$ cat config.mk
export PLATFORM = sky130hd
export DESIGN_NAME = load_store_unit
export DESIGN_NICKNAME = d
export VERILOG_FILES = /design/src/rtl/load_store_unit.sv
export SDC_FILE = /design/constraint.sdc
export NUM_CORES = 1
export LEC_CHECK = 0
export CORE_UTILIZATION = 47
export CTS_CLUSTER_DIAMETER = 40
export DETAILED_ROUTE_END_ITERATION = 7
export GPL_TIMING_DRIVEN = 0
export HOLD_SLACK_MARGIN = 0.05
export PLACE_DENSITY = 0.91
export SYNTH_ARGS = -nofsm -noshare
export SYNTH_HDL_FRONTEND = slang
export SYNTH_SLANG_ARGS = --single-unit
$ cat constraint.sdc
create_clock -name clk -period 5.65 [get_ports clk]
set_input_delay 0.8475 -clock clk [delete_from_list [all_inputs] [get_ports clk]]
set_output_delay 0.8475 -clock clk [all_outputs]
set_load 0.05 [all_outputs]
$ cat src/rtl/load_store_unit.sv
// load_store_unit
// Data-memory initiator between the execute stage and a byte-addressable
// synchronous memory. It accepts one load/store at a time, drives the memory
// bus, waits out the fixed read latency, extends load data and returns a
// single response (data + error flag).
//
// Optional feature macro: MISALIGN_CHECK_EN
//   defined   - misaligned half/word accesses are rejected with resp_error
//   undefined - misaligned accesses go to memory as byte-sequential
//               little-endian accesses, bounded only by ADDR_LIMIT
//
// Every output is driven straight from a register. Memory bus registers are
// zero whenever the FSM is not in WRITE or READ, so ERR/RESP/IDLE never show
// bus activity.

module load_store_unit #(
  parameter int unsigned READ_LATENCY = 2,   // 1..7, fits the 3-bit counter
  parameter int unsigned ADDR_LIMIT   = 256  // memory size in bytes
) (
  input  logic        clk,
  input  logic        reset,
  input  logic        req_valid,
  output logic        req_ready,
  input  logic        req_write,
  input  logic [1:0]  req_size,
  input  logic        req_signed,
  input  logic [31:0] req_addr,
  input  logic [31:0] req_wdata,
  output logic        resp_valid,
  input  logic        resp_ready,
  output logic [31:0] resp_rdata,
  output logic        resp_error,
  output logic [31:0] memory_address,
  output logic [31:0] memory_in,
  output logic [1:0]  memory_size,
  output logic        memory_write_enable,
  input  logic [31:0] memory_out
);

  typedef enum logic [2:0] {
    ST_IDLE  = 3'd0,
    ST_WRITE = 3'd1,
    ST_READ  = 3'd2,
    ST_ERR   = 3'd3,
    ST_RESP  = 3'd4
  } state_t;

  localparam logic [32:0] LIMIT_C = 33'(ADDR_LIMIT);
  localparam logic [2:0]  LAT_C   = 3'(READ_LATENCY);

  // Number of bytes touched by an access of the given size code.
  function automatic logic [32:0] size_bytes(input logic [1:0] size);
    logic [32:0] n;
    case (size)
      2'b00:   n = 33'd1;
      2'b01:   n = 33'd2;
      default: n = 33'd4;
    endcase
    return n;
  endfunction

  // Sign- or zero-extend raw memory data to 32 bits; words pass unchanged.
  function automatic logic [31:0] extend_load(input logic [31:0] raw,
                                              input logic [1:0]  size,
                                              input logic        sgn);
    logic [31:0] res;
    case (size)
      2'b00:   res = sgn ? {{24{raw[7]}}, raw[7:0]}   : {24'd0, raw[7:0]};
      2'b01:   res = sgn ? {{16{raw[15]}}, raw[15:0]} : {16'd0, raw[15:0]};
      default: res = raw;
    endcase
    return res;
  endfunction

  // State and output registers
  state_t      state_r,      state_s;
  logic [2:0]  cnt_r,        cnt_s;
  logic [1:0]  ld_size_r,    ld_size_s;
  logic        ld_signed_r,  ld_signed_s;
  logic        req_ready_r,  req_ready_s;
  logic        resp_valid_r, resp_valid_s;
  logic [31:0] resp_rdata_r, resp_rdata_s;
  logic        resp_error_r, resp_error_s;
  logic [31:0] mem_addr_r,   mem_addr_s;
  logic [31:0] mem_wdata_r,  mem_wdata_s;
  logic [1:0]  mem_size_r,   mem_size_s;
  logic        mem_we_r,     mem_we_s;

  // Request validation
  logic [32:0] last_byte_s;
  logic        misalign_s;
  logic        req_bad_s;

  // Validate the presented request: illegal size, out-of-range end byte
  // (33-bit sum so a high address cannot wrap) or optional misalignment.
  always_comb begin
    last_byte_s = {1'b0, req_addr} + size_bytes(req_size) - 33'd1;
`ifdef MISALIGN_CHECK_EN
    misalign_s  = ((req_size == 2'b01) && req_addr[0]) ||
                  ((req_size == 2'b10) && (req_addr[1:0] != 2'b00));
`else
    misalign_s  = 1'b0;
`endif
    req_bad_s   = (req_size == 2'b11) || (last_byte_s >= LIMIT_C) || misalign_s;
  end

  // Next-state and next-output logic; every register holds by default.
  always_comb begin
    state_s      = state_r;
    cnt_s        = cnt_r;
    ld_size_s    = ld_size_r;
    ld_signed_s  = ld_signed_r;
    req_ready_s  = req_ready_r;
    resp_valid_s = resp_valid_r;
    resp_rdata_s = resp_rdata_r;
    resp_error_s = resp_error_r;
    mem_addr_s   = mem_addr_r;
    mem_wdata_s  = mem_wdata_r;
    mem_size_s   = mem_size_r;
    mem_we_s     = mem_we_r;

    case (state_r)
      ST_IDLE: begin
        if (req_valid) begin
          // Accept edge: capture everything needed later, drop ready.
          req_ready_s = 1'b0;
          ld_size_s   = req_size;
          ld_signed_s = req_signed;
          cnt_s       = 3'd0;
          if (req_bad_s) begin
            state_s = ST_ERR;
          end else if (req_write) begin
            state_s     = ST_WRITE;
            mem_addr_s  = req_addr;
            mem_wdata_s = req_wdata;
            mem_size_s  = req_size;
            mem_we_s    = 1'b1;
          end else begin
            state_s     = ST_READ;
            mem_addr_s  = req_addr;
            mem_wdata_s = 32'd0;
            mem_size_s  = req_size;
            mem_we_s    = 1'b0;
          end
        end else begin
          state_s = ST_IDLE;
        end
      end

      ST_WRITE: begin
        // Single write cycle done; release the bus and report success.
        state_s      = ST_RESP;
        mem_addr_s   = 32'd0;
        mem_wdata_s  = 32'd0;
        mem_size_s   = 2'b00;
        mem_we_s     = 1'b0;
        resp_valid_s = 1'b1;
        resp_rdata_s = 32'd0;
        resp_error_s = 1'b0;
      end

      ST_READ: begin
        // Address has been stable for cnt_r edges; memory_out is valid
        // once the counter reaches the read latency.
        if (cnt_r == LAT_C) begin
          state_s      = ST_RESP;
          mem_addr_s   = 32'd0;
          mem_size_s   = 2'b00;
          resp_valid_s = 1'b1;
          resp_rdata_s = extend_load(memory_out, ld_size_r, ld_signed_r);
          resp_error_s = 1'b0;
        end else begin
          cnt_s = cnt_r + 3'd1;
        end
      end

      ST_ERR: begin
        // Rejected request: no bus activity, error response with zero data.
        state_s      = ST_RESP;
        resp_valid_s = 1'b1;
        resp_rdata_s = 32'd0;
        resp_error_s = 1'b1;
      end

      ST_RESP: begin
        // Hold the response stable until the consumer takes it; ready
        // returns one cycle after the handshake.
        if (resp_ready) begin
          state_s      = ST_IDLE;
          resp_valid_s = 1'b0;
          resp_rdata_s = 32'd0;
          resp_error_s = 1'b0;
          req_ready_s  = 1'b1;
        end else begin
          state_s = ST_RESP;
        end
      end

      default: begin
        state_s      = ST_IDLE;
        cnt_s        = 3'd0;
        req_ready_s  = 1'b1;
        resp_valid_s = 1'b0;
        resp_rdata_s = 32'd0;
        resp_error_s = 1'b0;
        mem_addr_s   = 32'd0;
        mem_wdata_s  = 32'd0;
        mem_size_s   = 2'b00;
        mem_we_s     = 1'b0;
      end
    endcase
  end

  // State/output registers with synchronous reset abandoning any access.
  always_ff @(posedge clk) begin
    if (reset) begin
      state_r      <= ST_IDLE;
      cnt_r        <= 3'd0;
      ld_size_r    <= 2'b00;
      ld_signed_r  <= 1'b0;
      req_ready_r  <= 1'b1;
      resp_valid_r <= 1'b0;
      resp_rdata_r <= 32'd0;
      resp_error_r <= 1'b0;
      mem_addr_r   <= 32'd0;
      mem_wdata_r  <= 32'd0;
      mem_size_r   <= 2'b00;
      mem_we_r     <= 1'b0;
    end else begin
      state_r      <= state_s;
      cnt_r        <= cnt_s;
      ld_size_r    <= ld_size_s;
      ld_signed_r  <= ld_signed_s;
      req_ready_r  <= req_ready_s;
      resp_valid_r <= resp_valid_s;
      resp_rdata_r <= resp_rdata_s;
      resp_error_r <= resp_error_s;
      mem_addr_r   <= mem_addr_s;
      mem_wdata_r  <= mem_wdata_s;
      mem_size_r   <= mem_size_s;
      mem_we_r     <= mem_we_s;
    end
  end

  assign req_ready           = req_ready_r;
  assign resp_valid          = resp_valid_r;
  assign resp_rdata          = resp_rdata_r;
  assign resp_error          = resp_error_r;
  assign memory_address      = mem_addr_r;
  assign memory_in           = mem_wdata_r;
  assign memory_size         = mem_size_r;
  assign memory_write_enable = mem_we_r;

endmodule

**Yosys cells after proc, flatten, opt, wreduce, memory -nomap -nowiden**

Index checks and enable logic that the tools add are counted.
W data, S select, Z words.

- Logic and storage cells: 89
- Input port bits: 104
- Register bits after elaboration: 111

- $lt $le $gt $ge: 1
- Reduce and logical (&&, ||, !) cells: 15
- Equal/unequal tests: 13
- Multiplexer cells: 40
- $add $sub $neg: 3
- Bitwise operators: 5

Operators by type and width:

| operator | count |
|---|---|
| $mux W32 | 10 |
| $pmux W32 S3 | 2 |
| $pmux W32 S2 | 2 |
| $add A32 B33 Y33 | 1 |
| $ge A33 B9 Y1 const B | 1 |
| $sub A33 B1 Y33 const B | 1 |
| $mux W3 | 5 |
| $pmux W3 S4 | 1 |
| $reduce_and A3 Y1 | 4 |
| $mux W2 | 5 |
| $ne A2 B2 Y1 const B | 5 |
| $eq A3 B2 Y1 const B | 3 |
| $pmux W3 S3 | 1 |
| $reduce_or A3 Y1 | 3 |
| $mux W1 | 8 |
| $pmux W1 S4 | 2 |
| $pmux W2 S3 | 1 |
| $pmux W3 S2 | 1 |
| $not A1 Y1 | 5 |
| $eq A2 B1 Y1 const B | 2 |
| $logic_not A2 Y1 | 2 |
| $reduce_and A4 Y1 | 1 |
| $reduce_or A2 Y1 | 2 |
| $add A3 B1 Y3 const B | 1 |
| 8 further kinds | 8 |

**Depth between registers and ports, before layout**

- Word-level depth: 9
- Mapped depth: 18

**Worst setup path before layout**

Ideal clock, no wire load.

- Path kind: input -> register
- Start point: input port req_size[1]
- End point: register mem_addr_r[10] (netlist: memory_address[10])
- Library setup time: 0.117 ns
- Path slack: 1.177 ns
- Buffers on the path: 1
- Arrival time: 4.356 ns
- Cell stages on the path: 17
- Data required time: 5.533 ns
- Cells stage by stage: or2_2 ha_1 inv_1 ha_1 inv_1 fa_1 nand2b_1 a21oi_1 o21ai_0 xnor2_1 a2111oi_0 o2111ai_1 nor4_1 and4_1 o221ai_2 clkbuf_1 a32o_1

- Cells in the longest elaborated chain, start to end: 8

RTL lines:

| item | line | RTL |
|---|---|---|
| start: declaration | 25 | `input logic [1:0] req_size,` |
| $eq A2 B1 Y1 / $logic_not A2 Y1 (equally long branches) | 54 | `case (size)` |
| $pmux W3 S2 | 54 |  |
| $add A32 B33 Y33 | 97 | `last_byte_s = {1'b0, req_addr} + size_bytes(req_size) - 33'd1;` |
| $sub A33 B1 Y33 | 97 |  |
| $ge A33 B9 Y1 | 104 | `req_bad_s = (req_size == 2'b11) \|\| (last_byte_s >= LIMIT_C) \|\| misalign_s;` |
| $logic_or A1 B1 Y1 * | 104 |  |
| $ne A2 B2 Y1 (no line) * | n/a |  |
| $reduce_and A4 Y1 (no line) * | n/a |  |
| end signal: assignment | 238 | `mem_addr_r <= mem_addr_s;` |
| end: declaration | 84 | `logic [31:0] mem_addr_r, mem_addr_s;` |

Every way passes the cells marked *; elsewhere a longest branch is shown, timed or not.
A chain may end at the register's enable or synchronous reset.

**Worst setup path in the final report**

- Start point: input port req_size[0]
- End point: register mem_addr_r[5] (netlist: memory_address[5])

Same word-level chain as after synthesis.

==> flow_metrics.env <==
export IMPL_min_delay_path_class="flip-flop to flip-flop"
export IMPL_ys_types=73
export IMPL_p_leak_uw=0.00362
export IMPL_cts_tree="done"
export IMPL_crit_path_start_kind="primary input"
export IMPL_seq_area_frac_synth_pct=34.3
export IMPL_yosysWarnings=0
export IMPL_initial_core_util_pct=48.5
export IMPL_clock_skew_final_ns=0.0108
export IMPL_status="finished, final reports clean"
export IMPL_die_y_um=119
export IMPL_drv_cap=0
export IMPL_via_per_inst=5.80
export IMPL_syn_mean_instance_area_um2=8.37
export IMPL_synthArstFlopShare_pct=0
export IMPL_syn_to_final_growth_pct=39.6
export IMPL_hpwlAfterDp_um=15300
export IMPL_num_nets_final=1130
export IMPL_grt_pass1_vias=6484
export IMPL_vdd_drop_max_v=0.000167
export IMPL_fin_crit_ns=5.47
export IMPL_synth_seq_cells=111
export IMPL_setup_slack_ns=0.178
export IMPL_max_freq_mhz=183
export IMPL_crit_arrival_ns=5.72
export IMPL_diodes=0
export IMPL_reg2reg_to="resp_rdata[26]$_SDFFE_PP0P_"
export IMPL_clk_pin_slew_ns=0.08
export IMPL_cp_max_fo=10
export IMPL_power_density_nw_per_um2=222
export IMPL_crit_buf_inv=4
export IMPL_numCtsBuffers=9
export IMPL_gp_congestion=0.946
export IMPL_cts_sinks=111
export IMPL_reg2reg_depth=9
export IMPL_grt_max_degree=18
export IMPL_gr_total_overflow=0
export IMPL_tightest_slew_ns=0.618
export IMPL_final_common_cell="clkdlybuf4s50_1"
export IMPL_wl_um=19600
export IMPL_finalSetupViolCount=0
export IMPL_path_cells="clkdlybuf4s50_1 > or2_2 > ha_1 > inv_1 > ha_1 > inv_1 > fa_1 > nand2b_1 > a21oi_2 > o21ai_0 > xnor2_1 > a2111oi_2 > o2111ai_1 > nor4_2 > and4_1 > o221ai_2 > clkbuf_2 > a32o_1"
export IMPL_crit_family="compound AO/OA/AOI/OAI gates"
export IMPL_pre_cts_slack_ns=-0.462
export IMPL_cts_buffer_depth=2
export IMPL_io_pins=206
export IMPL_num_vias=6789
export IMPL_hp_start="resp_rdata[20]$_SDFFE_PP0P_"
export IMPL_core_area_um2=13300
export IMPL_synthesis_area_um2=6470
export IMPL_drive_gt1_share_pct=8.65
export IMPL_cp_slowest_cell="clkdlybuf4s50_1"
export IMPL_hold_depth=2
export IMPL_rsz0062_at_grt="no"
export IMPL_reg2reg_slack_ns=3.14
export IMPL_grt_pass1_wl_um=31400
export IMPL_holdPathEnd="resp_rdata[20]$_SDFFE_PP0P_"
export IMPL_rows=42
export IMPL_drc=0
export IMPL_synth_edff_count=0
export IMPL_period_share_pct=96.9
export IMPL_required_ns=5.90
export IMPL_ctsHoldBuffers=0
export IMPL_fp_dieW_um=119
export IMPL_synthFlopType="dfxtp_1"
export IMPL_wl_per_cell_um=16.8
export IMPL_clock_latency_ns=0.35
export IMPL_crit_type="primary input to flip-flop"
export IMPL_netlist_instances=774
export IMPL_grtUsageTotal_pct=27.4
export IMPL_worst_hold_slack_ns=0.489
export IMPL_drt_iter0_drc=553
export IMPL_synthesis_nets=915
export IMPL_cts_root_buf="clkbuf_16"
export IMPL_slowest_delay_ns=0.62
export IMPL_critPathCaptureType="flip-flop"
export IMPL_layout_common_cells="203 x clkdlybuf4s50_1, 111 x dfxtp_1, 77 x nor2_1"
export IMPL_reg2reg_from="state_r[2]$_SDFFE_PP0N_"
export IMPL_die_area_um2=14300
export IMPL_finalMaxSlewViolations=0
export IMPL_antenna_left=0
export IMPL_dr_pass1_iters=5
export IMPL_io_buffers=204
export IMPL_antenna_found_initial=0
export IMPL_slew_headroom_pct=58.7
export IMPL_htree_levels=3
export IMPL_postCtsSetupRepairBufs=0
export IMPL_final_hold_viol_count=0
==> flip-flops by register name (all words and copies together) (netlist names) <==
name,flops
cnt_r,3
ld_signed_r,1
ld_size_r,2
memory_address,32
memory_in,32
memory_size,2
memory_write_enable,1
req_ready,1
resp_error,1
resp_rdata,32
resp_valid,1
state_r,3
==> Yosys cell counts, types with 7 or more instances <==
library cell	n	area, µm²
buf_6	11	124
nand3_1	10	50.1
clkbuf_1	34	128
ha_1	36	450
nor3_1	26	130
a32o_1	37	370
nor2_1	77	289
a32o_2	29	327
xnor2_1	7	61.3
dfxtp_1	111	2220
o21a_1	9	67.6
o21ai_0	44	220
nand2b_1	7	43.8
nor2b_1	20	125
nand4_1	14	87.6
nand2_1	47	176
a21oi_1	76	380
inv_1	53	199
==> stage by stage <==
| step | util, % | instances | setup TNS (ns) | total power [µW] | instance area, µm² |
|---|---|---|---|---|---|
| floorplan | - | 774 | 0 | 1200 | 6470 |
| global placement | 65.5 | 1154 | -21.74 | 1400 | 8740 |
| detailed placement | 65.5 | 1154 | -25.13 | 1410 | 8740 |
| CTS | 67.6 | 1170 | 0 | 2010 | 9020 |
| global route | 67.7 | 1170 | 0 | 2110 | 9040 |
| finish | 67.7 | 1170 | 0 | 2010 | 9040 |
==> worst max-delay path by stage <==
stage | from | endpoint | slack, ns | cells after the start
3_5_place_dp | req_size[1] | memory_address[16]$_SDFFE_PP0P_ | -0.46 | 18
3_3_place_gp | req_size[1] | memory_address[3]$_SDFFE_PP0P_ | -0.40 | 16
5_1_grt | req_size[0] | memory_in[21]$_SDFFE_PP0P_ | 0.01 | 18
6_report | req_size[0] | memory_address[5]$_SDFFE_PP0P_ | 0.18 | 18
2_1_floorplan | req_size[1] | memory_address[10]$_SDFFE_PP0P_ | 1.18 | 17
4_1_cts | req_size[1] | memory_address[20]$_SDFFE_PP0P_ | 0.01 | 18
==> report_power, final <==
| part | internal (µW) | switching [µW] | total [µW] |
|---|---|---|---|
| Clock | 311 | 292 | 603 |
| Sequential | 796 | 11.6 | 808 |
| Combinational | 231 | 368 | 600 |
==> worst reg2reg max path, delay by kind of cell (launching register included) <==
kind | cells | cell delay [ns]
buffers and inverters | 2 | 0.56
AO/OA/AOI/OAI | 1 | 0.14
AND/OR/NAND/NOR | 6 | 1.38
flip-flops | 1 | 0.30
==> layer usage <==
metal / wire, µm / track usage (%)
met5: 0 / 0
met1: 8070 / 32.3
met2: 9680 / 48.3
met4: 605 / 11.5
met3: 1270 / 5.36
==> cells by family (layout without fill, tap and decap cells) <==
family / after synthesis / after routing / synth area share, %
compound gates: 264 / 264 / 29.9
mux: 7 / 7 / 1.12
simple gates: 236 / 236 / 18.0
buf+inv: 110 / 330 / 8.19
xor+xnor: 9 / 9 / 1.22
fa+ha+maj: 37 / 37 / 7.27
flops: 111 / 111 / 34.3
==> area by class of cell <==
cell class	count	area, µm²
fillers	1113	4310
multi-input cells	553	3740
flip-flops and latches	111	2220
repair buffers	204	2040
plain buffers	55	328
clock buffers	11	243
well taps	176	220
inverters	55	206
clock inverters	5	33.8
==> repair_timing <==
| action | CTS | global route |
|---|---|---|
| cloned | 0 | 0 |
| resized for setup | 2 | 10 |
| endpoints found under the setup margin | 51 | 62 |
No activity file was read; power rests on OpenSTA's default activity.
==> RTL change 1: new RTL, same settings <==
Encoding of `state_t`: now Gray code (3 bits for 5 states).
--- a/src/rtl/load_store_unit.sv
+++ b/src/rtl/load_store_unit.sv
@@ -38,11 +38,11 @@
 );
 
   typedef enum logic [2:0] {
-    ST_IDLE  = 3'd0,
-    ST_WRITE = 3'd1,
-    ST_READ  = 3'd2,
-    ST_ERR   = 3'd3,
-    ST_RESP  = 3'd4
+    ST_IDLE  = 3'b000,
+    ST_WRITE = 3'b001,
+    ST_READ  = 3'b011,
+    ST_ERR   = 3'b010,
+    ST_RESP  = 3'b110
   } state_t;
 
   localparam logic [32:0] LIMIT_C = 33'(ADDR_LIMIT);
Formal check against the unedited RTL: same outputs for any inputs over 10 cycles, from zero or initial values and one cycle with reset high; not proved beyond that.
==> RTL change 1 against the unedited design <==
  * Design area increased by 0.60%
  * Sequential cell count unchanged
  * Fmax increased by 2.3%
  * Synthesized area increased by 0.97%
  * Wire length increased by 0.57%
  * Critical path depth unchanged
  * Global-route usage decreased by 0.052 points
  * Clock skew decreased by 0.0033 ns
  * Power decreased by 4.8%
  * Setup slack improved by 0.12 ns
  * Highest routed layer unchanged
==> RTL change 1: results (changes against the unedited design) <==
outcome=finished clean; Reg clk slew, reported paths=0.08 ns (about the same); layout cells sized above 1=4.241% (-4.4 points); Routed WL per cell=16.58 um (-1.1%); clk_lat worst skew=0.37 ns (+0.02 ns); top post-synthesis cells by area=dfxtp_1 34%, ha_1 6.9%, a21oi_1 6.0%; Via density=5.928 (+2.2%); final net count=1150 (+1.8%); library cells used by synthesis=64 (-12%); Commonest cells post-synth=111 x dfxtp_1, 78 x a21oi_1, 60 x nor2_1; Total Routing Usage GR=27.34% (-0.052 points); CP Data Arrival Time=5.61 ns (-0.11 ns); first-pass GRT wire length=31.84 mm (+1.5%); setup bufs post-CTS=0 (unchanged); switching share of power=32.06% (-1.4 points); post-synthesis sequential area ratio=33.99% (-0.33 points); n_diodes=0 (unchanged); placed cell area=0.008800 mm2 (+0.72%); number of global-route vias before repair=6604 (+1.9%); routability cong.=0.9346 (-1.2%); Most used DFF post-synth=dfxtp_1; largest net degree at the start of global routing=22 (+4); flop2flop setup slack=3.22 ns (+0.08 ns); CTS Hold Bufs=0 (unchanged); Net Count, Synth=935 (+2.2%); DR iter-0 viols=558 (+0.90%); DP Worst Slack=-0.03555 ns (+0.4268 ns); skew final=0.007525 ns (-0.003292 ns); Crit path largest cell delay=0.54 ns (-0.08 ns); antenna violations before repair=0 (unchanged); dpl hpwl=15.15 mm (-1.0%); Post-route DRC=0 (unchanged); min cycle time layout=5.349 ns (-0.1226 ns); Slew headroom=21.20% (-37 points); post-CTS sizing=0 (-2); maximum VDD drop=0.1312 mV (-21%); leakage power=3.474 nW (-4.0%); port buffer count=204 (unchanged)
-- RTL change 1: changes by cell type in the layout (fill, tap and decap cells not counted), moves of 9 or more --
cell	change
a32o_2	-29
a211oi_1	+14
nand3_1	+11
clkbuf_1	+9
a22o_1	+35
nor2_1	-17
-- RTL change 1: path summary, 6_finish.rpt --
kind | end | startpoint | depth (start not counted)
max | memory_size[1] | req_size[0] | 18
min | resp_rdata[5] | resp_rdata[5] | 2
min reg2reg | resp_rdata[5] | resp_rdata[5] | 2
max reg2reg | resp_rdata[11] | cnt_r[0] | 9
-- RTL change 1: cell type report --
class,count,area [um2]
tap,176,220.2
multi-input combinational,578,3874
sequential,111,2222
clock inverter,7,70.07
clock buffer,9,225.2
timing repair buffer,204,2042
fill,1070,4305
inverter,51,191.4
buffer,54,250.2
-- RTL change 1: worst max-delay path: cells and delay by family --
| family | cells | cell delay, ns |
|---|---|---|
| adder cells (fa/ha/maj) | 3 | 0.76 |
| AO/OA/AOI/OAI | 8 | 2.13 |
| buffers and inverters | 4 | 0.99 |
| AND/OR/NAND/NOR | 3 | 0.87 |
-- RTL change 1: power by group through the flow --
stage	Clock, mW	Sequential (mW)	Combinational (mW)
final	0.645	0.791	0.479
after global routing	0.690	0.792	0.524
after CTS	0.655	0.791	0.471
after detailed placement	0	0.809	0.466
after global placement	0	0.809	0.459
after floorplan	0	0.816	0.294
-- RTL change 1: cell families (layout without fill, tap and decap cells) --
| family | count (synthesis) | count (layout) | share of synthesized area [%] |
|---|---|---|---|
| xor gates and xnor gates | 13 | 13 | 1.742 |
| AOI/OAI and AO/OA | 292 | 292 | 32.08 |
| muxes | 7 | 7 | 1.091 |
| buffers and inverters | 105 | 325 | 6.756 |
| adders and majority gates | 37 | 37 | 7.196 |
| and+or+nand+nor | 229 | 229 | 17.15 |
| DFF | 111 | 111 | 33.99 |
-- RTL change 1: metal layers --
| layer | global-route usage (%) | vias up | wire (um) |
|---|---|---|---|
| li1 | - | 3382 | - |
| met3 | 4.135 | 39 | 1255 |
| met5 | 0 | - | 0 |
| met2 | 46.23 | 283 | 9503 |
| met4 | 11.80 | 0 | 479 |
| met1 | 34.30 | 3350 | 8494 |
-- RTL change 1: through the flow --
step / hold WS [ns] / utilization [%] / cells / setup TNS (ns)
global route: 0.4804 / 67.87 / 1190 / 0
floorplan: 0.4578 / - / 794 / 0
detailed placement: 0.4364 / 65.67 / 1174 / -0.4175
finish: 0.4590 / 67.87 / 1190 / 0
CTS: 0.4585 / 67.87 / 1190 / 0
global placement: 0.4306 / 65.67 / 1174 / 0
==> RTL change 2: new RTL, same flow settings <==
Without the edit above. Build with the macro `MISALIGN_CHECK_EN` defined.
--- a/src/rtl/load_store_unit.sv
+++ b/src/rtl/load_store_unit.sv
@@ -12,6 +12,8 @@
 // Every output is driven straight from a register. Memory bus registers are
 // zero whenever the FSM is not in WRITE or READ, so ERR/RESP/IDLE never show
 // bus activity.
+
+`define MISALIGN_CHECK_EN
 
 module load_store_unit #(
   parameter int unsigned READ_LATENCY = 2,   // 1..7, fits the 3-bit counter
Formal check against the unedited RTL: not equivalent (Yosys sat finds a counterexample within 4 cycles, from zero or initial values and one cycle with reset high).
==> RTL change 2 against the unedited design <==
  * Sequential cell count is the same
  * Synthesized area down 1.6%
  * Setup slack lost 0.095 ns
  * Global-route usage grew 1.4 points
  * Power increased by 3.9%
  * Design area fell by 0.91%
  * Wire length rose by 3.4%
  * Combinational power up 5.8%
  * Critical endpoint is now memory_address[31]
==> RTL change 2: results (changes against the unedited design) <==
post-synthesis mux area share=0.6482% (-0.47 points); Finished Layout Cells=1162 (-0.68%); maximum VDD drop=0.1788 mV (+7.2%); adder-cell share of the synthesized area=7.386% (+0.12 points); Comb group=0.635 mW (+5.8%); library cells used by synthesis=65 (-11%); placed cell count=1144 (-0.87%); met3 Use GR=7.046% (+1.7 points); Net Count, Synth=904 (-1.2%); Pint=1.355 mW (+1.3%); Worst setup endpoint=memory_address[31]; Post-Synth XOR/XNOR Area=1.100% (-0.12 points); first-pass GRT wire length=32.21 mm (+2.7%); Commonest cells post-synth=111 x dfxtp_1, 71 x nor2_1, 68 x a21oi_1; Post-Route WL=20.29 mm (+3.4%); Net Sw Power=0.7334 mW (+9.1%); FF-to-FF path depth=10 (+1); cells after synthesis=763 (-1.4%); post-synthesis sequential area ratio=34.89% (+0.57 points); layout cells sized above 1=5.274% (-3.4 points); top post-synthesis cells by area=dfxtp_1 35%, a32o_1 11%, ha_1 7.1%; FF-to-FF Start=state_r[0]; outcome=finished clean; skew final=0.008759 ns (-0.002058 ns); post-synthesis compound-gate area fraction=32.02% (+2.2 points); Via density=5.848 (+0.78%); worst hold endpoint=resp_rdata[26]; CP Data Arrival Time=5.82 ns (+0.10 ns); dpl hpwl=15.57 mm (+1.7%); met1 usage in global routing=34.01% (+1.7 points); Slew headroom=51.85% (-6.8 points); number of global-route vias before repair=6506 (+0.34%); leakage power=3.449 nW (-4.6%); port buffer count=205 (+0.49%)
## RTL change 2: critical path, stage by stage
cell	delay [ns]
clkdlybuf4s50_1	0.57
or2_2	0.35
ha_1	0.18
inv_1	0.06
ha_1	0.16
inv_1	0.05
fa_1	0.37
nor2b_1	0.17
o31a_1	0.20
nor4_1	0.10
or3_1	0.36
or4_1	0.49
nor4_2	0.23
nand4_1	0.31
nor4_2	0.45
o21ai_1	0.31
buf_2	0.31
a32o_1	0.29
## RTL change 2: cell type report
class | count | area (um2)
Fill cell | 1137 | 4284
Multi-Input combinational cell | 545 | 3711
Buffer | 55 | 249.0
Tap cell | 176 | 220.2
Clock inverter | 6 | 55.05
Timing Repair Buffer | 207 | 2067
Sequential cell | 111 | 2222
Inverter | 52 | 195.2
Clock buffer | 10 | 239.0
## RTL change 2: layer usage
layer | vias up | part of all wire [%]
met3 | 35 | 7.3
met1 | 3230 | 41
met2 | 249 | 49
met4 | 0 | 2.5
li1 | 3281 | -
met5 | - | 0
